## config.mk

```make
export PLATFORM = sky130hd
export DESIGN_NAME = screen_reader_flat
export DESIGN_NICKNAME = d
export VERILOG_FILES = /design/src/rtl/hack_pkg.sv /design/src/rtl/screen_reader_if.sv /design/src/rtl/word_serializer.sv /design/src/rtl/screen_reader.sv /design/src/flat_wrapper.sv
export SDC_FILE = /design/constraint.sdc
export NUM_CORES = 1
export LEC_CHECK = 0
export ABC_AREA = 1
export CAP_MARGIN = 20
export CORE_MARGIN = 2
export CORE_UTILIZATION = 50
export CTS_CLUSTER_DIAMETER = 30
export DETAILED_ROUTE_END_ITERATION = 8
export MAX_ROUTING_LAYER = met4
export PLACE_DENSITY_LB_ADDON = 0.3
export SETUP_SLACK_MARGIN = 0.5
export SKIP_CTS_REPAIR_TIMING = 1
export SLEW_MARGIN = 15
export SYNTH_ARGS = -nofsm -noshare
export SYNTH_HDL_FRONTEND = slang
export SYNTH_SLANG_ARGS = --single-unit
export TNS_END_PERCENT = 20
```

## constraint.sdc

```tcl
create_clock -name clk -period 4.3 [get_ports clk]
set_input_delay 1.29 -clock clk [delete_from_list [all_inputs] [get_ports clk]]
set_output_delay 1.29 -clock clk [all_outputs]
set_load 0.02 [all_outputs]
```

## src/rtl/hack_pkg.sv

```systemverilog
// Shared Hack screen constants and the screen reader FSM state type.
package hack_pkg;

  localparam logic [14:0] SCREEN_BASE   = 15'h4000;
  localparam int          SCREEN_WORDS  = 8192;
  localparam int          SCREEN_W      = 512;
  localparam int          SCREEN_H      = 256;
  localparam int          SCREEN_ADDR_W = 13;

  typedef enum logic [1:0] {
    ST_IDLE  = 2'd0,
    ST_RUN   = 2'd1,
    ST_DRAIN = 2'd2
  } state_e;

endpackage

```

## src/rtl/screen_reader_if.sv

```systemverilog
// Screen RAM read port plus the pixel stream towards the video stage.
interface screen_reader_if #(
  parameter int ADDR_W = hack_pkg::SCREEN_ADDR_W
);
  logic              mem_rd;
  logic [ADDR_W-1:0] mem_addr;
  logic [15:0]       mem_data;
  logic              pix_valid;
  logic              pix_ready;
  logic              pix_data;
  logic              pix_sol;
  logic              pix_sof;

  modport master (
    output mem_rd, mem_addr, pix_valid, pix_data, pix_sol, pix_sof,
    input  mem_data, pix_ready
  );

  modport slave (
    input  mem_rd, mem_addr, pix_valid, pix_data, pix_sol, pix_sof,
    output mem_data, pix_ready
  );
endinterface

```

## src/rtl/word_serializer.sv

```systemverilog
// Two-word pixel buffer (shift + hold) that turns 16-bit screen words into
// a one-pixel-per-beat stream, LSB first.
module word_serializer (
  input  logic        clk,
  input  logic        reset,
  input  logic        ret_valid_i,
  input  logic [15:0] ret_data_i,
  input  logic        pix_ready_i,
  output logic        pix_valid_o,
  output logic        pix_data_o,
  output logic        word_start_o,
  output logic        word_done_o,
  output logic        hold_full_o,
  output logic        hold_move_o
);

  logic [15:0] shift_q, shift_d, hold_q, hold_d;
  logic [3:0]  bitcnt_q, bitcnt_d;
  logic        shift_full_q, shift_full_d, hold_full_q, hold_full_d;
  logic [15:0] cur_word;
  logic        xfer, last;

  // With shift empty a returning word is presented straight from the RAM bus,
  // which removes one cycle of startup latency.
  assign cur_word     = shift_full_q ? shift_q : ret_data_i;
  assign pix_valid_o  = shift_full_q | ret_valid_i;
  assign pix_data_o   = pix_valid_o & cur_word[0];
  assign xfer         = pix_valid_o & pix_ready_i;
  assign last         = xfer & (bitcnt_q == 4'd15);
  assign word_start_o = (bitcnt_q == 4'd0);
  assign word_done_o  = last;
  assign hold_full_o  = hold_full_q;
  assign hold_move_o  = last & hold_full_q;

  always_comb begin
    shift_d      = shift_q;
    bitcnt_d     = bitcnt_q;
    shift_full_d = shift_full_q;
    hold_d       = hold_q;
    hold_full_d  = hold_full_q;
    if (!shift_full_q) begin
      if (ret_valid_i) begin
        shift_full_d = 1'b1;
        shift_d      = xfer ? (ret_data_i >> 1) : ret_data_i;
        bitcnt_d     = xfer ? 4'd1 : 4'd0;
      end
    end else if (last) begin
      bitcnt_d = '0;
      if (hold_full_q) begin
        shift_d     = hold_q;
        hold_d      = ret_data_i;
        hold_full_d = ret_valid_i;
      end else if (ret_valid_i) begin
        shift_d = ret_data_i;
      end else begin
        shift_full_d = 1'b0;
      end
    end else begin
      if (xfer) begin
        shift_d  = shift_q >> 1;
        bitcnt_d = bitcnt_q + 4'd1;
      end
      if (ret_valid_i) begin
        hold_d      = ret_data_i;
        hold_full_d = 1'b1;
      end
    end
  end

  always_ff @(posedge clk) begin
    if (reset) begin
      shift_q      <= '0;
      bitcnt_q     <= '0;
      shift_full_q <= 1'b0;
      hold_q       <= '0;
      hold_full_q  <= 1'b0;
    end else begin
      shift_q      <= shift_d;
      bitcnt_q     <= bitcnt_d;
      shift_full_q <= shift_full_d;
      hold_q       <= hold_d;
      hold_full_q  <= hold_full_d;
    end
  end

endmodule

```

## src/rtl/screen_reader.sv

```systemverilog
// Raster-order reader of the Hack screen RAM: frame FSM, read addressing,
// line/column tracking and start-of-line/frame markers.
module screen_reader
  import hack_pkg::*;
#(
  parameter int WORDS_PER_LINE = 32,
  parameter int LINES          = 256,
  parameter int ADDR_W         = SCREEN_ADDR_W
) (
  input  logic             clk,
  input  logic             reset,
  input  logic             enable,
  output logic             frame_done,
  screen_reader_if.master  bus
);

  localparam int COL_W = (WORDS_PER_LINE > 1) ? $clog2(WORDS_PER_LINE) : 1;
  localparam int LINE_W = 8;
  localparam logic [ADDR_W-1:0] LAST_ADDR = ADDR_W'(WORDS_PER_LINE * LINES - 1);
  localparam logic [COL_W-1:0]  COL_LAST  = COL_W'(WORDS_PER_LINE - 1);
  localparam logic [LINE_W-1:0] LINE_LAST = LINE_W'(LINES - 1);

  state_e            state_q;
  logic [ADDR_W-1:0] word_addr_q;
  logic              rd_pending_q;
  logic [COL_W-1:0]  col_q;
  logic [LINE_W-1:0] line_q;
  logic              frame_done_q;

  logic issue, word_start, word_done, hold_full, hold_move, end_of_frame;

  word_serializer u_ser (
    .clk          (clk),
    .reset        (reset),
    .ret_valid_i  (rd_pending_q),
    .ret_data_i   (bus.mem_data),
    .pix_ready_i  (bus.pix_ready),
    .pix_valid_o  (bus.pix_valid),
    .pix_data_o   (bus.pix_data),
    .word_start_o (word_start),
    .word_done_o  (word_done),
    .hold_full_o  (hold_full),
    .hold_move_o  (hold_move)
  );

  assign issue        = (state_q == ST_RUN) && !rd_pending_q && (!hold_full || hold_move);
  assign end_of_frame = word_done && (col_q == COL_LAST) && (line_q == LINE_LAST);

  assign bus.mem_rd   = issue;
  assign bus.mem_addr = word_addr_q;
  assign bus.pix_sol  = bus.pix_valid && word_start && (col_q == '0);
  assign bus.pix_sof  = bus.pix_sol && (line_q == '0);
  assign frame_done   = frame_done_q;

  always_ff @(posedge clk) begin
    if (reset) begin
      state_q      <= ST_IDLE;
      word_addr_q  <= '0;
      rd_pending_q <= 1'b0;
      col_q        <= '0;
      line_q       <= '0;
      frame_done_q <= 1'b0;
    end else begin
      frame_done_q <= 1'b0;
      rd_pending_q <= issue;
      if (issue) begin
        word_addr_q <= (word_addr_q == LAST_ADDR) ? '0 : word_addr_q + 1'b1;
      end
      // Counters track the word currently being presented, not the one being read.
      if (word_done) begin
        if (col_q == COL_LAST) begin
          col_q  <= '0;
          line_q <= (line_q == LINE_LAST) ? '0 : line_q + 1'b1;
        end else begin
          col_q <= col_q + 1'b1;
        end
      end
      unique case (state_q)
        ST_IDLE:  if (enable) state_q <= ST_RUN;
        ST_RUN:   if (issue && (word_addr_q == LAST_ADDR)) state_q <= ST_DRAIN;
        ST_DRAIN: if (end_of_frame) begin
          state_q      <= ST_IDLE;
          frame_done_q <= 1'b1;
        end
        default:  state_q <= ST_IDLE;
      endcase
    end
  end

endmodule

```

## src/flat_wrapper.sv

```systemverilog
// flat-port wrapper written by rule: the top's interface ports become plain ports
module screen_reader_flat import hack_pkg::*;
#(
  parameter int WORDS_PER_LINE = 32,
  parameter int LINES          = 256,
  parameter int ADDR_W         = SCREEN_ADDR_W
)
  (clk, reset, enable, frame_done, bus_mem_rd, bus_mem_addr, bus_pix_valid, bus_pix_data, bus_pix_sol, bus_pix_sof, bus_mem_data, bus_pix_ready);
  screen_reader_if #(.ADDR_W(ADDR_W)) bus_i ();
  input  logic clk;
  input  logic reset;
  input  logic enable;
  output logic frame_done;
  output wire logic [$bits(bus_i.mem_rd)-1:0] bus_mem_rd;
  output wire logic [$bits(bus_i.mem_addr)-1:0] bus_mem_addr;
  output wire logic [$bits(bus_i.pix_valid)-1:0] bus_pix_valid;
  output wire logic [$bits(bus_i.pix_data)-1:0] bus_pix_data;
  output wire logic [$bits(bus_i.pix_sol)-1:0] bus_pix_sol;
  output wire logic [$bits(bus_i.pix_sof)-1:0] bus_pix_sof;
  input wire logic [$bits(bus_i.mem_data)-1:0] bus_mem_data;
  input wire logic [$bits(bus_i.pix_ready)-1:0] bus_pix_ready;
  assign bus_mem_rd = bus_i.mem_rd;
  assign bus_mem_addr = bus_i.mem_addr;
  assign bus_pix_valid = bus_i.pix_valid;
  assign bus_pix_data = bus_i.pix_data;
  assign bus_pix_sol = bus_i.pix_sol;
  assign bus_pix_sof = bus_i.pix_sof;
  assign bus_i.mem_data = bus_mem_data;
  assign bus_i.pix_ready = bus_pix_ready;
  screen_reader #(.WORDS_PER_LINE(WORDS_PER_LINE), .LINES(LINES), .ADDR_W(ADDR_W)) u_core (.clk(clk), .reset(reset), .enable(enable), .frame_done(frame_done), .bus(bus_i));
endmodule
```

After elaboration in Yosys (flattened, before gate mapping)
Index checks and enable logic that the tools add are counted.

operators by class
  add/subtract/negate cells = 4
  equality and inequality tests = 12
  mux-type cells = 30
  bitwise operators = 6
  reductions and logical operators = 24

operators with widths
  cell                   count
  $mux 16                9
  $mux 4                 4
  $add 13x1->13 const B  1
  $eq 13x13->1 const B   1
  $mux 13                1
  $mux 1                 10
  $reduce_and 3->1       3
  $add 8x1->8 const B    1
  $eq 8x8->1 const B     1
  $logic_and 1x1->1      8
  $logic_not 8->1        1
  $mux 8                 1
  $mux 2                 3
  $ne 2x2->1 const B     3
  $pmux 2 s3             1
  $reduce_and 2->1       3
  $add 5x1->5 const B    1
  $eq 5x5->1 const B     1
  $logic_not 5->1        1
  $mux 5                 1
  $add 4x1->4 const B    1
  $and 1x1->1            4
  $eq 4x4->1 const B     1
  $logic_not 4->1        1
  12 further kinds       14

storage, ports and cells
  flip-flop bits (word level) = 68
  output and inout port bits = 19

Longest topological paths before layout
  word-level depth = 9
  depth in mapped cells = 12
  gate-level depth less buffers = 10

By module
A second synthesis with hierarchy kept.

unflattened totals
  cells, all modules = 631
  area, all modules = 4096.4 µm²

by module, submodules not included
  module           times used  cells an instance  area each (µm²)  sequential area each (µm²)
  word_serializer  1           416                2536.2           760.7
  screen_reader    1           215                1560.2           600.6

Worst setup path after synthesis
Ideal clock, no wire load.

  path kind = in2out
  start point = input port bus_pix_ready
  end point = output port bus_mem_rd
  data arrival time = 1.996 ns
  required time = 3.010 ns
  path slack = 1.014 ns
  stages on the path = 5
  path through = inv_1 -> nor2_4 -> nand2_4 -> a21oi_4 -> buf_4

between the ends
  cells in the longest elaborated chain, start to end = 5

RTL lines
  element            line                   RTL
  start, declared    flat_wrapper.sv:21     input wire logic [$bits(bus_i.pix_ready)-1:0] bus_pix_ready;
  $and 1x1->1        word_serializer.sv:28  assign xfer = pix_valid_o & pix_ready_i;
  $and 1x1->1        word_serializer.sv:29  assign last = xfer & (bitcnt_q == 4'd15);
  $and 1x1->1        word_serializer.sv:33  assign hold_move_o = last & hold_full_q;
  $logic_or 1x1->1   screen_reader.sv:46    assign issue = (state_q == ST_RUN) && !rd_pending_q && (!hold_full || hold_move);
  $logic_and 1x1->1  screen_reader.sv:46
  end, declared      flat_wrapper.sv:14     output wire logic [$bits(bus_i.mem_rd)-1:0] bus_mem_rd;

No other way between the ends.

Final worst setup path
  start point = input port bus_mem_data[0]
  end point = output port bus_pix_data

between the ends
  cells in the longest elaborated chain, start to end = 2

RTL lines
  element          line                   RTL
  start, declared  flat_wrapper.sv:20     input wire logic [$bits(bus_i.mem_data)-1:0] bus_mem_data;
  $mux 1           word_serializer.sv:25  assign cur_word = shift_full_q ? shift_q : ret_data_i;
  $and 1x1->1      word_serializer.sv:27  assign pix_data_o = pix_valid_o & cur_word[0];
  end, declared    flat_wrapper.sv:17     output wire logic [$bits(bus_i.pix_data)-1:0] bus_pix_data;

No other way between the ends.

==> flow_summary.rst <==
.. list-table::
   :header-rows: 1

   * - Metric
     - Value
   * - Total negative slack
     - 0 ns
   * - Sequential area share after synthesis
     - 35.78%
   * - Final Hold Fails
     - 0
   * - DIE WIDTH
     - between 90 and 100 um
   * - CTS buffer count
     - 9
   * - CP endpoint kind
     - output pin
   * - Global-route wire length before repair
     - around 16000 um
   * - Setup Skew
     - 0.007099 ns
   * - Data required time at the worst endpoint
     - approximately 3 ns
   * - Routed length on met2
     - 4557 um
   * - Critical Path Fanout Max
     - 4
   * - First-pass DRT Iterations
     - 4
   * - Starting Density
     - 52.18%
   * - Number of flops mapped to enable cells by yosys
     - 0
   * - Synth Cell Area
     - about 0.0038 mm^2
   * - Area of the die
     - 0.008324 mm^2
   * - Max Cap Viol
     - 0
   * - Buffer and inverter count on the worst path
     - 2
   * - Family with the most delay on the worst path
     - buffers and inverters
   * - Worst Setup Slack, final
     - roughly 0.4 ns
   * - Top FF cell, synth
     - sky130_fd_sc_hd__dfxtp_1
   * - Cell type with the largest total area after synthesis
     - sky130_fd_sc_hd__dfxtp_1
   * - Peak supply drop
     - 152.5 uV
   * - Worst slew slack as a fraction of its limit
     - about 50%
   * - WL met3
     - slightly above 500 um
   * - Number of antenna violations at the first check in global routing
     - 0
   * - Share of async-settable or async-resettable flops after synthesis
     - 0%
   * - Max stage delay on crit path
     - roughly 0.64 ns
   * - Routed via count
     - 3862
   * - Via count of the first global-routing pass
     - about 3600
   * - Clock slew at reported path FFs
     - 0.07 ns
   * - Fin crit period
     - 3.902 ns
   * - Slowest cell on the critical path
     - sky130_fd_sc_hd__clkdlybuf4s50_1
   * - Critical path cell sequence
     - clkdlybuf4s50_1 -> nand2_1 -> o21ai_0 -> clkdlybuf4s50_1
   * - Finished Layout Cells
     - 718
   * - Total wire length after detailed routing
     - 9606 um
   * - Mean routed wirelength per cell
     - roughly 13 um
   * - Final-report max-slew violation count
     - 0
   * - Total number of nets in the final design
     - 642
   * - Estimated wirelength of the detail-placed design
     - 6377 um
   * - Leakage
     - 1.750 nW
   * - Number of synthesized register bits
     - 68
   * - Worst path arrival time
     - 2.61 ns
   * - Placed Instances
     - roughly 700
   * - DRC violations left
     - 0
   * - Top cells by area in the synthesized netlist
     - sky130_fd_sc_hd__dfxtp_1, sky130_fd_sc_hd__nand2_1, sky130_fd_sc_hd__nor2_1
   * - DRT antenna net count
     - 0
   * - CTS max path bufs
     - 2
   * - Worst hold slack
     - approximately 0.47 ns
   * - Post-synth cell types
     - 38
   * - Number of primary I/O pins
     - 39
   * - Synth-to-Final Area Change
     - 16.61%
   * - Fraction of synthesized cell area taken by the top area cell type
     - 35.78%
   * - Result of the run
     - finished clean
   * - Floorplan core area
     - 0.007292 mm^2
   * - Overall track demand over capacity in global routing
     - 24.08%
   * - Highest metal layer with signal wires
     - met4
   * - Number of vias per cell after detailed routing
     - roughly 5.4
   * - Root buffer cell
     - sky130_fd_sc_hd__clkbuf_8
   * - Critical path startpoint category
     - input pin
   * - Maximum level of the CTS H-tree
     - 3
   * - Number of clock sinks
     - 68
   * - TritonCTS clock tree
     - done
   * - Path class of the lowest-slack min-delay path
     - reg -> reg
   * - Layout cells sized above 1
     - between 6 and 7%
   * - Synth Instances
     - 581
   * - Yosys warning total
     - 0
   * - Category of the critical setup timing path
     - in -> out
   * - Row Count
     - 31
   * - Count of input and output buffers
     - 38
   * - Post-synthesis net count
     - 609
   * - Power density cells
     - 312.9 mW/mm^2
   * - Ant diodes
     - 0
   * - RSZ-0062 raised after global routing
     - true
   * - Setup slack at placement
     - approximately 0.25 ns
   * - Pin slew with the least headroom to its limit
     - 0.7545 ns
   * - Die H
     - 91.24 um
   * - Routed length on met1
     - 4388 um
   * - Cell mode on critical path
     - sky130_fd_sc_hd__clkdlybuf4s50_1
   * - Achievable clock frequency
     - 256.3 MHz
   * - Overflow after GRT
     - 0
   * - Starting DRT DRC Count
     - 239
   * - Worst skew pair latency
     - 0.34 ns
   * - Period Utilization, post-route
     - between 90% and 100%
   * - Maximum number of pins on one net before global-route repair
     - 38
   * - RD Place Congestion
     - between 0.9 and 1
   * - Final Setup Violations
     - 0
   * - Syn avg cell area
     - ~6.5 um^2
-- layout by cell type, fill, tap and decap left out, types with 2 or more instances in the layout --
cell / instances
sky130_fd_sc_hd__inv_1: 52
sky130_fd_sc_hd__nor2_1: 100
sky130_fd_sc_hd__nor2_4: 2
sky130_fd_sc_hd__clkbuf_8: 11
sky130_fd_sc_hd__nand3_2: 2
sky130_fd_sc_hd__nand2_1: 145
sky130_fd_sc_hd__clkdlybuf4s50_1: 37
sky130_fd_sc_hd__or2_2: 2
sky130_fd_sc_hd__buf_4: 10
sky130_fd_sc_hd__o21ai_1: 3
sky130_fd_sc_hd__xor2_1: 4
sky130_fd_sc_hd__nand3_1: 36
sky130_fd_sc_hd__a21oi_1: 46
sky130_fd_sc_hd__nand2_2: 2
sky130_fd_sc_hd__o21ai_0: 31
sky130_fd_sc_hd__clkinv_2: 3
sky130_fd_sc_hd__nor3_1: 9
sky130_fd_sc_hd__nor4_1: 3
sky130_fd_sc_hd__dfxtp_1: 68
sky130_fd_sc_hd__nand4_1: 10
sky130_fd_sc_hd__ha_1: 8
sky130_fd_sc_hd__o211ai_1: 15
sky130_fd_sc_hd__nand2_4: 4
-- logic make-up after synthesis --
group	Yosys count	share of synthesized area (%)
AND/OR/NAND/NOR	316	35.38
adder cells (fa/ha/maj)	8	2.631
buffers and inverters	82	9.634
AO/OA/AOI/OAI	102	15.42
XOR/XNOR	5	1.151
flip-flops	68	35.78
-- cell type report --
| type | instances | area (um^2) |
|---|---|---|
| flip-flops and latches | 68 | 1361 |
| well taps | 99 | 123.9 |
| clock inverters | 4 | 47.55 |
| repair buffers | 48 | 457.9 |
| inverters | 56 | 214.0 |
| multi-input cells | 431 | 2077 |
| clock buffers | 12 | 155.1 |
| fillers | 699 | 2855 |
-- per-stage QoR --
stage | total power [mW] | utilization, % | cell area [um^2]
CTS | 1.396 | 60.81 | 4434
global route | 1.450 | 60.84 | 4437
detailed placement | 0.8581 | 58.03 | 4232
global placement | 0.8542 | 58.03 | 4232
finish | 1.388 | 60.84 | 4437
floorplan | 0.7977 | - | 3805
-- layer usage --
layer | up-vias | GRT usage, %
met5 | - | -
met2 | 121 | 38.27
li1 | 1943 | -
met4 | 0 | 8.712
met3 | 15 | 3.817
met1 | 1783 | 31.14
-- sequential cells by signal (all words and copies together), names as in the netlist --
register,cells
u_core.line_q,8
u_core.u_ser.shift_full_q,1
u_core.u_ser.bitcnt_q,4
u_core.u_ser.hold_full_o,1
u_core.state_q,2
u_core.col_q,5
u_core.rd_pending_q,1
u_core.frame_done,1
u_core.bus.mem_addr,13
u_core.u_ser.hold_q,16
u_core.u_ser.shift_q,16
-- where the power goes --
part	leakage, nW	switching (mW)	internal, mW
Combinational	1.10	0.111	0.0702
Sequential	0.551	0.0160	0.650
Clock	0.102	0.244	0.298
-- worst paths after layout --
check	startpoint	endpoint	slack, ns	depth (start not counted)
max reg2reg	u_core.u_ser.shift_full_q	u_core.u_ser.shift_q[14]	1.65	10
max	bus_mem_data[0]	bus_pix_data	0.40	4
min	u_core.state_q[0]	u_core.frame_done	0.47	1
min reg2reg	u_core.state_q[0]	u_core.frame_done	0.47	1
-- cell usage after synthesis (2+ instances only) --
| cell type | number |
|---|---|
| sky130_fd_sc_hd__xor2_1 | 4 |
| sky130_fd_sc_hd__o21ai_0 | 31 |
| sky130_fd_sc_hd__nor4_1 | 3 |
| sky130_fd_sc_hd__nand2_1 | 145 |
| sky130_fd_sc_hd__nand2_2 | 2 |
| sky130_fd_sc_hd__nand4_1 | 10 |
| sky130_fd_sc_hd__a21oi_1 | 46 |
| sky130_fd_sc_hd__nand2_4 | 4 |
| sky130_fd_sc_hd__buf_2 | 7 |
| sky130_fd_sc_hd__o211ai_1 | 15 |
| sky130_fd_sc_hd__buf_1 | 2 |
| sky130_fd_sc_hd__inv_1 | 52 |
| sky130_fd_sc_hd__nor2_1 | 100 |
| sky130_fd_sc_hd__o21ai_1 | 3 |
| sky130_fd_sc_hd__ha_1 | 8 |
| sky130_fd_sc_hd__nor3_1 | 9 |
| sky130_fd_sc_hd__buf_6 | 5 |
| sky130_fd_sc_hd__nand3_1 | 36 |
| sky130_fd_sc_hd__or2_2 | 2 |
| sky130_fd_sc_hd__dfxtp_1 | 68 |
| sky130_fd_sc_hd__clkbuf_1 | 9 |
| sky130_fd_sc_hd__nand3_2 | 2 |
| sky130_fd_sc_hd__buf_4 | 2 |
| sky130_fd_sc_hd__nor2_4 | 2 |
(Power assumes the default switching activity.)
